==> src/rtl/i2c_pkg.sv <==
// Shared types and bus constants for the I2C target blocks.
package i2c_pkg;

   typedef enum logic [2:0] {
      IDLE,
      ADDR,
      ADDR_ACK,
      RX,
      RX_ACK,
      TX,
      TX_ACK,
      IGNORE
   } i2c_state_t;

   localparam logic I2C_ACK   = 1'b0;
   localparam logic I2C_NACK  = 1'b1;
   localparam logic I2C_WRITE = 1'b0;
   localparam logic I2C_READ  = 1'b1;

endpackage

==> src/rtl/i2c_bus_monitor.sv <==
// Synchronizes SCL/SDA onto clk and flags SCL edges plus START/STOP.
module i2c_bus_monitor #(
   parameter int SYNC_STAGES = 2
) (
   input  logic clk,
   input  logic rst,
   input  logic scl_i,
   input  logic sda_i,
   output logic sda,
   output logic scl_rise,
   output logic scl_fall,
   output logic start,
   output logic stop
);

   logic [SYNC_STAGES-1:0] scl_sync;
   logic [SYNC_STAGES-1:0] sda_sync;
   logic                   scl;
   logic                   scl_q;
   logic                   sda_q;

   // Idle bus level is high, so reset to 1 to avoid phantom edges.
   always_ff @(posedge clk) begin
      if (rst) begin
         scl_sync <= '1;
         sda_sync <= '1;
         scl_q    <= 1'b1;
         sda_q    <= 1'b1;
      end else begin
         scl_sync <= {scl_sync[SYNC_STAGES-2:0], scl_i};
         sda_sync <= {sda_sync[SYNC_STAGES-2:0], sda_i};
         scl_q    <= scl;
         sda_q    <= sda;
      end
   end

   assign scl      = scl_sync[SYNC_STAGES-1];
   assign sda      = sda_sync[SYNC_STAGES-1];
   assign scl_rise = scl & ~scl_q;
   assign scl_fall = ~scl & scl_q;
   assign start    = scl & scl_q & sda_q & ~sda;
   assign stop     = scl & scl_q & ~sda_q & sda;

endmodule

==> src/rtl/i2c_slave_core.sv <==
// I2C target with fixed address, byte-wide rx/tx handshake, open-drain SDA.
module i2c_slave_core
   import i2c_pkg::*;
#(
   parameter logic [6:0] SLAVE_ADDR  = 7'h2a,
   parameter int         SYNC_STAGES = 2,
   parameter int         HOLD_CYCLES = 2
) (
   input  logic       clk,
   input  logic       rst,
   input  logic       scl_i,
   input  logic       sda_i,
   output logic       sda_oe,
   output logic [7:0] rx_data,
   output logic       rx_valid,
   output logic       rx_first,
   output logic       tx_req,
   input  logic [7:0] tx_data,
   output logic       busy
);

   localparam int HW = $clog2(HOLD_CYCLES + 1);

   i2c_state_t state, state_n;

   logic          sda;
   logic          scl_rise;
   logic          scl_fall;
   logic          start;
   logic          stop;
   logic [2:0]    bit_cnt;
   logic          full;
   logic          rw;
   logic          first;
   logic [7:0]    shifter;
   logic [HW-1:0] hold_cnt;
   logic          oe_val;
   logic          last_rise;
   logic          addr_hit;
   logic          counting;

   i2c_bus_monitor #(
      .SYNC_STAGES(SYNC_STAGES)
   ) u_mon (
      .clk     (clk),
      .rst     (rst),
      .scl_i   (scl_i),
      .sda_i   (sda_i),
      .sda     (sda),
      .scl_rise(scl_rise),
      .scl_fall(scl_fall),
      .start   (start),
      .stop    (stop)
   );

   assign last_rise = scl_rise && (bit_cnt == 3'd7);
   assign addr_hit  = (shifter[6:0] == SLAVE_ADDR);
   assign counting  = (state == ADDR) || (state == RX) || (state == TX);

   always_ff @(posedge clk) begin
      if (rst) state <= IDLE;
      else     state <= state_n;
   end

   always_comb begin
      state_n = state;
      if (start) begin
         state_n = ADDR;
      end else if (stop) begin
         state_n = IDLE;
      end else begin
         unique case (state)
            ADDR: begin
               if (last_rise && !addr_hit) state_n = IGNORE;
               else if (scl_fall && full)  state_n = ADDR_ACK;
            end
            ADDR_ACK: begin
               if (scl_fall) state_n = (rw == I2C_READ) ? TX : RX;
            end
            RX: begin
               if (scl_fall && full) state_n = RX_ACK;
            end
            RX_ACK: begin
               if (scl_fall) state_n = RX;
            end
            TX: begin
               if (scl_fall && full) state_n = TX_ACK;
            end
            TX_ACK: begin
               if (scl_rise && sda == I2C_NACK) state_n = IGNORE;
               else if (scl_fall)               state_n = TX;
            end
            default: ;
         endcase
      end
   end

   // SDA changes are queued in oe_val and applied HOLD_CYCLES after the SCL fall.
   always_ff @(posedge clk) begin
      if (rst) begin
         sda_oe   <= 1'b0;
         rx_data  <= 8'h00;
         rx_valid <= 1'b0;
         rx_first <= 1'b0;
         tx_req   <= 1'b0;
         busy     <= 1'b0;
         bit_cnt  <= 3'd0;
         full     <= 1'b0;
         rw       <= I2C_WRITE;
         first    <= 1'b0;
         shifter  <= 8'h00;
         hold_cnt <= '0;
         oe_val   <= 1'b0;
      end else begin
         rx_valid <= 1'b0;
         tx_req   <= 1'b0;
         if (hold_cnt != '0) begin
            hold_cnt <= hold_cnt - HW'(1);
            if (hold_cnt == HW'(1)) sda_oe <= oe_val;
         end
         if (start || stop) begin
            sda_oe   <= 1'b0;
            hold_cnt <= '0;
            busy     <= 1'b0;
            bit_cnt  <= 3'd0;
            full     <= 1'b0;
         end else begin
            if (scl_rise && counting) begin
               bit_cnt <= bit_cnt + 3'd1;
               if (bit_cnt == 3'd7) full <= 1'b1;
            end
            unique case (state)
               ADDR: begin
                  if (scl_rise) shifter <= {shifter[6:0], sda};
                  if (last_rise) begin
                     rw     <= sda;
                     tx_req <= addr_hit && (sda == I2C_READ);
                  end
                  if (scl_fall && full) begin
                     full     <= 1'b0;
                     busy     <= 1'b1;
                     oe_val   <= 1'b1;
                     hold_cnt <= HW'(HOLD_CYCLES);
                  end
               end
               ADDR_ACK: begin
                  if (scl_fall) begin
                     first    <= 1'b1;
                     bit_cnt  <= 3'd0;
                     hold_cnt <= HW'(HOLD_CYCLES);
                     if (rw == I2C_READ) begin
                        shifter <= tx_data;
                        oe_val  <= ~tx_data[7];
                     end else begin
                        oe_val  <= 1'b0;
                     end
                  end
               end
               RX: begin
                  if (scl_rise) shifter <= {shifter[6:0], sda};
                  if (last_rise) begin
                     rx_data  <= {shifter[6:0], sda};
                     rx_valid <= 1'b1;
                     rx_first <= first;
                     first    <= 1'b0;
                  end
                  if (scl_fall && full) begin
                     full     <= 1'b0;
                     oe_val   <= 1'b1;
                     hold_cnt <= HW'(HOLD_CYCLES);
                  end
               end
               RX_ACK: begin
                  if (scl_fall) begin
                     oe_val   <= 1'b0;
                     hold_cnt <= HW'(HOLD_CYCLES);
                  end
               end
               TX: begin
                  if (scl_fall) begin
                     hold_cnt <= HW'(HOLD_CYCLES);
                     if (full) begin
                        full    <= 1'b0;
                        oe_val  <= 1'b0;
                     end else begin
                        shifter <= {shifter[6:0], 1'b0};
                        oe_val  <= ~shifter[6];
                     end
                  end
               end
               TX_ACK: begin
                  if (scl_rise && sda == I2C_ACK) tx_req <= 1'b1;
                  if (scl_fall) begin
                     shifter  <= tx_data;
                     oe_val   <= ~tx_data[7];
                     hold_cnt <= HW'(HOLD_CYCLES);
                     bit_cnt  <= 3'd0;
                  end
               end
               default: ;
            endcase
         end
      end
   end

endmodule

==> config.mk <==
export PLATFORM = sky130hd
export DESIGN_NAME = i2c_slave_core
export DESIGN_NICKNAME = d
export VERILOG_FILES = /design/src/rtl/i2c_pkg.sv /design/src/rtl/i2c_bus_monitor.sv /design/src/rtl/i2c_slave_core.sv
export SDC_FILE = /design/constraint.sdc
export NUM_CORES = 1
export LEC_CHECK = 0
export CAP_MARGIN = 5
export CELL_PAD_IN_SITES_DETAIL_PLACEMENT = 2
export CELL_PAD_IN_SITES_GLOBAL_PLACEMENT = 2
export CORE_UTILIZATION = 25
export CTS_CLUSTER_SIZE = 10
export DETAILED_ROUTE_END_ITERATION = 7
export PLACE_DENSITY_LB_ADDON = 0.1
export SETUP_SLACK_MARGIN = 0.1
export SLEW_MARGIN = 20
export SYNTH_ARGS = -nofsm -noshare
export SYNTH_HDL_FRONTEND = slang
export SYNTH_HIERARCHICAL = 1
export SYNTH_SLANG_ARGS = --single-unit
==> constraint.sdc <==
create_clock -name clk -period 3.4 [get_ports clk]
set_input_delay 0.51 -clock clk [delete_from_list [all_inputs] [get_ports clk]]
set_output_delay 0.51 -clock clk [all_outputs]
set_load 0.05 [all_outputs]
Word level (Yosys, flattened, before mapping). Cells that the tools add are included.

Word-level logic and storage cells: 143. Bits of input ports: 12. Bits in registers: 38.

Add/sub/neg operators: 2. Bitwise operators: 15. Reduce and logical (&&, ||, !) cells: 32. Mux-type cells: 47. Equal/unequal tests: 28.

Operators with widths (number): $mux W7 (6); $mux W3 (12); $pmux W7 S4 (1); $reduce_and A7 Y1 (3); $mux W1 (19); $pmux W3 S6 (1); $ne A2 B2 Y1 const B (7); $eq A3 B3 Y1 const B (4); $ne A2 B1 Y1 const B (4); $ne A4 B3 Y1 const B (2); $ne A4 B4 Y1 const B (2); $not A1 Y1 (8); $reduce_and A8 Y1 (1); $reduce_bool A8 Y1 (1); $and A1 B1 Y1 (7); $eq A7 B6 Y1 const B (1); $logic_and A1 B1 Y1 (7); $eq A3 B2 Y1 const B (2); $mux W2 (3); $pmux W1 S2 (3); $reduce_and A3 Y1 (2); $reduce_bool A6 Y1 (1); $reduce_or A2 Y1 (3); $reduce_or A3 Y1 (2); 18 further kinds (22).

Longest topological paths before layout. Gate-level depths: netlist of the first run.

Word-level depth: 8. Gate-level depth with buffers: 8.

Hierarchy. Netlist of the first run, hierarchy kept.

Modules (own cells, without submodules): i2c_slave_core (area each 1601.5 um2, times used 1, sequential area each 640.6 um2, cells each 189); i2c_bus_monitor (area each 190.2 um2, times used 1, sequential area each 120.1 um2, cells each 16).

Worst setup path before layout of the first run. No wires, ideal clock.

Kind: register -> register. Start: reg u_mon.sda_sync[1]. End: reg rx_data[1]. Clock period less this slack: 1.832 ns. Arrival time: 1.702 ns. Stages on the path, launching flop included: 8. Data required time: 3.270 ns. Setup slack: 1.568 ns. Buffers on the path: 2. Library setup time: 0.130 ns. Cells stage by stage: dfxtp_1 > and4b_1 > clkbuf_1 > nor3_1 > and3_1 > clkbuf_1 > mux2i_1 > nor2_1.

Cells in the longest elaborated chain, start to end: 5. Elaborated cells on any way between the ends: 6. Classes of those cells: bitwise (4); reduce/logical (2).

RTL lines: from (decl) (RTL line i2c_bus_monitor.sv:17) `logic [SYNC_STAGES-1:0] sda_sync;`; from (signal assigned) (RTL line i2c_bus_monitor.sv:31) `sda_sync <= {sda_sync[SYNC_STAGES-2:0], sda_i};`; $not A1 Y1 (RTL line i2c_bus_monitor.sv:41) `assign start = scl & scl_q & sda_q & ~sda;`; $and A1 B1 Y1 (RTL line i2c_bus_monitor.sv:41); via start (RTL line i2c_slave_core.sv:29) `logic start;`; $logic_or A1 B1 Y1 (RTL line i2c_slave_core.sv:121) `if (start || stop) begin`; $not A1 Y1 (no line); $reduce_and A3 Y1 (no line); to (signal assigned) (RTL line i2c_slave_core.sv:162) `rx_data <= {shifter[6:0], sda};`; to (decl) (RTL line i2c_slave_core.sv:14) `output logic [7:0] rx_data,`.

The timed path passes the listed nets, and every way through them passes these cells. A chain may end at the register's enable or synchronous reset.

Worst setup path after layout of the first run.
Start: reg state[1]. End: reg shifter[5].

Cells in the longest elaborated chain, start to end: 4. Elaborated cells on any way between the ends: 15. Classes of those cells: eq/ne (11); mux (1); reduce/logical (3).

RTL lines: from (decl) (RTL line i2c_slave_core.sv:24) `i2c_state_t state, state_n;`; from (signal assigned) (RTL line i2c_slave_core.sv:62) `else state <= state_n;`; $eq A3 B1 Y1 or $eq A3 B2 Y1 (tied branches) (RTL line i2c_slave_core.sv:132) `unique case (state)`; $reduce_or A2 Y1 (no line); $ne A2 B1 Y1 (no line) or $reduce_bool A4 Y1 (tied branches); $reduce_and A8 Y1 (no line); to (signal assigned) (RTL line i2c_slave_core.sv:134) `if (scl_rise) shifter <= {shifter[6:0], sda};`; to (signal assigned) (RTL line i2c_slave_core.sv:152) `shifter <= tx_data;`; to (signal assigned) (RTL line i2c_slave_core.sv:160) `if (scl_rise) shifter <= {shifter[6:0], sda};`; to (decl) (RTL line i2c_slave_core.sv:35) `logic [7:0] shifter;`.

Several ways; a longest one is shown, not always the timed one.

==> out/results.tsv, run 1 <==
metric	value	unit
outcome	finished clean	
vias in the first global route	1786	
crit-path max cell delay	0.80	ns
Clock transition at path regs	0.09	ns
CP Capture Type	register	
Yosys cell types	45	
Worst EP required	3.59	ns
switching pwr	0.249	mW
power share of the clock group	41.3	%
most frequent cells in the layout	dfxtp_1, nor2_1, nand2_1	
Synth area leaders	dfxtp_1, mux2i_1, nor2_1	
worst min-delay path startpoint	u_mon/sda_sync[0]$_SDFF_PP1_	
RSZ-0062 raised after global routing	false	
CTS tree	built	
router iterations before antenna repair	4	
Internal Pwr Total	0.713	mW
Async S/R FF share, synth	0	%
Die Y	86.7	um
Final setup viols	0	
Worst R2R Setup Slack	1.00	ns
post-layout util	32.4	%
family with the most delay on the worst path	compound AO/OA/AOI/OAI gates	
Final period util	70.6	%
Reg-to-Reg Start	state[1]$_SDFFE_PP0P_	
min Tclk post-route	2.40	ns
Post-DP Area	2110	sq um
CTS H-tree lvls	2	
VDD IR max	0.167	mV
Overall Power	0.961	mW
gpl congestion	0.771	
crit path DAT	2.59	ns
wire per inst	17.3	um
Slew @ Worst Pin	0.820	ns
Initial Util	26.1	%
dpl hpwl	4170	um
IO Pins	25	
post-synthesis sequential area ratio	42.5	%
full die area	7510	sq um
reg2reg end	shifter[5]$_SDFFE_PP0P_	
WHS Path Cells	1	
WP buf/inv	0	
cts repair resizes	0	
Nets	241	
WHS	0.426	ns
synthesis-stage register bit count	38	
fin area	2230	sq um
number of antenna cells inserted	0	
slowest CP cell	a2111oi_4	
initial antenna violation count	0	
Post-Syn Nets	219	
Post-Syn Instances	205	
Tot GR Track Use	16.1	%
crit path cell chain	nor2b_4 -> o21ai_2 -> a2111oi_4 -> nor2_1 -> a311oi_1	
Reg2Reg Depth	5	
CP startpoint kind	register	
Placement Setup Slack	1.01	ns
Die Width	86.7	um
first-pass GRT wire length	9060	um
final clock skew	0.00926	ns
Cell Rows	30	
routed vias/inst	4.92	
Synth Area per Inst	8.74	sq um
Critical Path Fanout Max	19	
Root Buffer Master	clkbuf_8	
grt ovf	0	
Hold Crit Class	reg2reg	
max_cap viols	0	
final setup TNS	0	ns
Post-Route WL	5620	um
largest net degree at the start of global routing	25	
IO buf count	24	
Num CTS Buffers	5	
number of flops mapped to enable cells by yosys	0	
Seq pwr share	48.8	%
Clock Latency Late Sink	0.29	ns
kind of critical path	reg2reg	
post-synth top area share	42.5	%
commonest non-fill, non-tap cell in the layout	dfxtp_1	
Synth area leader	dfxtp_1	
via count	1594	
share of post-route cells with drive strength above 1	8.33	%
CTS max path bufs	2	
f_max	417	MHz
Final Hold Viols	0	
leakage power	0.832	nW
core area	6870	sq um
sw frac	25.9	%
crit path setup slack, layout	1.00	ns
max-slew violation count	0	
normalized max-slew margin	45.3	%
worst hold path endpoint	u_mon/sda_sync[1]$_SDFF_PP1_	
area delta synth->final	24.3	%
Logic pwr share	9.9	%
DR iter-0 viols	35	
Post-Layout Cell Count	324	
most common flop cell mapped by yosys	dfxtp_1	
warnings from Yosys	6	
mapped cell area	1790	sq um
Final ANT Viol Nets	0	
CTS Hold Bufs	0	
Clock Sinks	38	
Post-CTS Setup Bufs	0	
Inst Count DP	316	
DRC violations left	0	
Power Dens Cells	432	nW/um^2
Critical path origin	state[1]$_SDFFE_PP0P_	
[Yosys cell counts (2+ instances only)]
| master | n |
|---|---|
| a31oi_1 | 4 |
| a311oi_1 | 6 |
| or2_1 | 6 |
| a211oi_1 | 3 |
| a311oi_2 | 2 |
| nor3_1 | 3 |
| nand3b_1 | 2 |
| o211a_1 | 2 |
| buf_6 | 2 |
| and4b_1 | 2 |
| nand2b_1 | 5 |
| or3_1 | 2 |
| nand3_1 | 5 |
| clkbuf_1 | 6 |
| dfxtp_1 | 38 |
| nand2_1 | 28 |
| buf_2 | 4 |
| a21oi_1 | 12 |
| mux2i_1 | 12 |
| ha_1 | 2 |
| nor3b_1 | 2 |
| nor2b_1 | 4 |
| and3_1 | 2 |
| nor2_1 | 30 |
[kinds of logic after synthesis]
group / after synthesis / synth area share, %
AO/OA/AOI/OAI: 40 / 17.5
XOR/XNOR: 1 / 0.489
adder cells (fa/ha/maj): 2 / 1.40
buffers and inverters: 14 / 4.05
flip-flops: 38 / 42.5
multiplexers: 12 / 6.70
AND/OR/NAND/NOR: 98 / 27.4
[flip-flops by register name (all words and copies together), names as in the netlist]
| name | cells |
|---|---|
| busy | 1 |
| u_mon/scl_sync | 2 |
| bit_cnt | 3 |
| rx_first | 1 |
| sda_oe | 1 |
| rx_valid | 1 |
| rw | 1 |
| hold_cnt | 2 |
| tx_req | 1 |
| u_mon/sda_q | 1 |
| u_mon/sda_sync | 2 |
| first | 1 |
| rx_data | 8 |
| oe_val | 1 |
| shifter | 7 |
| state | 3 |
| u_mon/scl_q | 1 |
| full | 1 |
[worst max-delay path by stage]
stage | to | slack, ns | cells past startpoint
after global placement | shifter[2]$_SDFFE_PP0P_ | 1.19 | 5
final | shifter[5]$_SDFFE_PP0P_ | 1.00 | 5
after floorplan | rx_data[1]$_SDFFE_PP0P_ | 1.57 | 7
after detailed placement | shifter[1]$_SDFFE_PP0P_ | 1.01 | 5
after global routing | shifter[4]$_SDFFE_PP0P_ | 0.81 | 5
after CTS | shifter[3]$_SDFFE_PP0P_ | 1.01 | 5
[layout make-up]
cell class,instances,area (sq um)
clock buffers,5,68.8
clock inverters,3,45.0
flip-flops and latches,38,761
multi-input cells,153,958
repair buffers,28,270
inverters,1,3.75
well taps,96,120
fillers,775,4640
[power by group through the flow]
stage	Sequential (mW)	Combinational [mW]	Clock (mW)
6_report	0.469	0.0948	0.397
3_5_place_dp	0.480	0.0960	0
4_1_cts	0.470	0.0963	0.410
3_3_place_gp	0.479	0.0922	0
5_1_grt	0.472	0.104	0.430
2_1_floorplan	0.469	0.0705	0
[per-layer routing]
metal  wire, um  track usage, %  share of wire, %
met4        125            6.36               2.2
met1       2600            19.2                46
met2       2790            28.6                50
met5          0               0                 0
met3         99            2.57               1.8
No activity file was read; power rests on OpenSTA's default activity.
==> inputs of run 2 (changes only) <==
clock period = 2 ns   (was 3.4 ns; I/O delays follow)
==> out/results.tsv, run 2 (same netlist as run 1, synthesis figures left out) <==
metric	value	unit
routed vias/inst	4.87	
CP Capture Type	register	
Overall Power	1.81	mW
reg2reg end	state[1]$_SDFFE_PP0P_	
gpl congestion	0.777	
max reg flops	8	
wire per inst	17.4	um
initial antenna violation count	0	
family with the most delay on the worst path	simple AND/OR/NAND/NOR gates	
most frequent cells in the layout	dfxtp_1, nor2_1, nand2_1	
Final ANT Viol Nets	0	
Root Buffer Master	clkbuf_8	
full die area	7510	sq um
RSZ-0062 raised after global routing	true	
Critical path origin	shifter[3]$_SDFFE_PP0P_	
crit path DAT	2.02	ns
max_cap viols	0	
Final Hold Viols	0	
leakage power	0.957	nW
vias in the first global route	1860	
Hold Crit Class	reg2reg	
Worst R2R Setup Slack	0.17	ns
IO buf count	24	
Initial Util	26.1	%
slowest CP cell	nor4bb_1	
Clock Sinks	38	
normalized max-slew margin	55.3	%
commonest non-fill, non-tap cell in the layout	dfxtp_1	
largest net degree at the start of global routing	26	
DRC violations left	0	
Die Width	86.7	um
CP startpoint kind	register	
Post-Layout Cell Count	340	
CTS max path bufs	2	
final setup TNS	0	ns
Cell Rows	30	
met2 WL	2920	um
highest metal used	met4	
Final setup viols	0	
IO Pins	25	
Nets	257	
Tot GR Track Use	17.0	%
Post-Route WL	5910	um
final clock skew	0.00534	ns
first-pass GRT wire length	9580	um
CTS H-tree lvls	2	
share of post-route cells with drive strength above 1	18.9	%
area delta synth->final	35.5	%
Die Y	86.7	um
Worst EP required	2.19	ns
Final period util	91.4	%
end of the critical path	state[1]$_SDFFE_PP0P_	
Clock transition at path regs	0.08	ns
Crit. path cell count	5	
Reg2Reg Depth	5	
largest registers	rx_data x8, shifter x7	
crit path cell chain	nor4bb_1 -> a21oi_2 -> nor2_1 -> nor2_1 -> o211a_1	
via count	1655	
number of antenna cells inserted	0	
routed length on met3	161	um
met1 WL	2640	um
Num CTS Buffers	5	
router iterations before antenna repair	4	
Inst Count DP	330	
VDD IR max	0.306	mV
Power Dens Cells	745	nW/um^2
grt ovf	0	
kind of critical path	reg2reg	
Reg-to-Reg Start	shifter[3]$_SDFFE_PP0P_	
dpl hpwl	4380	um
core area	6870	sq um
DR iter-0 viols	51	
register with the most flip-flops	rx_data	
min Tclk post-route	1.83	ns
post-layout util	35.4	%
WP buf/inv	0	
Critical Path Fanout Max	4	
Slew @ Worst Pin	0.661	ns
max-slew violation count	0	
crit-path max cell delay	0.63	ns
outcome	finished clean	
most used cell, CP	nor2_1	
CTS tree	built	
Clock Latency Late Sink	0.30	ns
CTS Hold Bufs	0	
f_max	547	MHz
-- run 2: worst min path at each step --
| stage | start | endpoint | slack, ns | depth (start not counted) |
|---|---|---|---|---|
| after detailed placement | u_mon/sda_sync[0]$_SDFF_PP1_ | u_mon/sda_sync[1]$_SDFF_PP1_ | 0.39 | 1 |
| after global routing | u_mon/sda_sync[0]$_SDFF_PP1_ | u_mon/sda_sync[1]$_SDFF_PP1_ | 0.45 | 1 |
| after global placement | u_mon/sda_sync[0]$_SDFF_PP1_ | u_mon/sda_sync[1]$_SDFF_PP1_ | 0.39 | 1 |
| after CTS | u_mon/sda_sync[0]$_SDFF_PP1_ | u_mon/sda_sync[1]$_SDFF_PP1_ | 0.41 | 1 |
| after floorplan | rst | shifter[4]$_SDFFE_PP0P_ | 0.37 | 1 |
| final | u_mon/sda_sync[0]$_SDFF_PP1_ | u_mon/sda_sync[1]$_SDFF_PP1_ | 0.41 | 1 |
-- run 2: cell type report --
class                   instances  area (sq um)
clock buffers                   6          82.6
clock inverters                 2          60.1
fillers                       766          4440
inverters                       1          3.75
multi-input cells             153           990
flip-flops and latches         38           766
well taps                      96           120
repair buffers                 44           407
-- run 2: through the flow --
stage | hold WS [ns] | setup WS [ns] | cell area [sq um]
floorplan | 0.372 | 0.168 | 1790
global placement | 0.388 | 0.229 | 2230
detailed placement | 0.393 | 0.00908 | 2230
CTS | 0.414 | 0.113 | 2380
global route | 0.446 | 0.0589 | 2430
finish | 0.414 | 0.171 | 2430
-- run 2: what timing repair did --
| item | 4_1_cts | 5_1_grt |
|---|---|---|
| gates resized for setup | 4 | 9 |
| cloned | 0 | 0 |
| buffers inserted | 0 | 2 |
| endpoints found under the setup margin | 11 | 25 |
| pin swaps | 0 | 2 |
-- run 2: power breakdown --
| group | leakage, nW | switching (mW) | internal [mW] | total [mW] |
|---|---|---|---|---|
| clock | 0.0714 | 0.289 | 0.532 | 0.821 |
| combinational | 0.578 | 0.105 | 0.0882 | 0.193 |
| sequential | 0.308 | 0.0232 | 0.771 | 0.795 |
-- run 2: routing by layer --
layer | vias up | GRT usage, %
met5 | - | 0
met4 | 0 | 8.18
met3 | 17 | 3.62
met2 | 30 | 29.4
met1 | 806 | 19.8
li1 | 802 | -
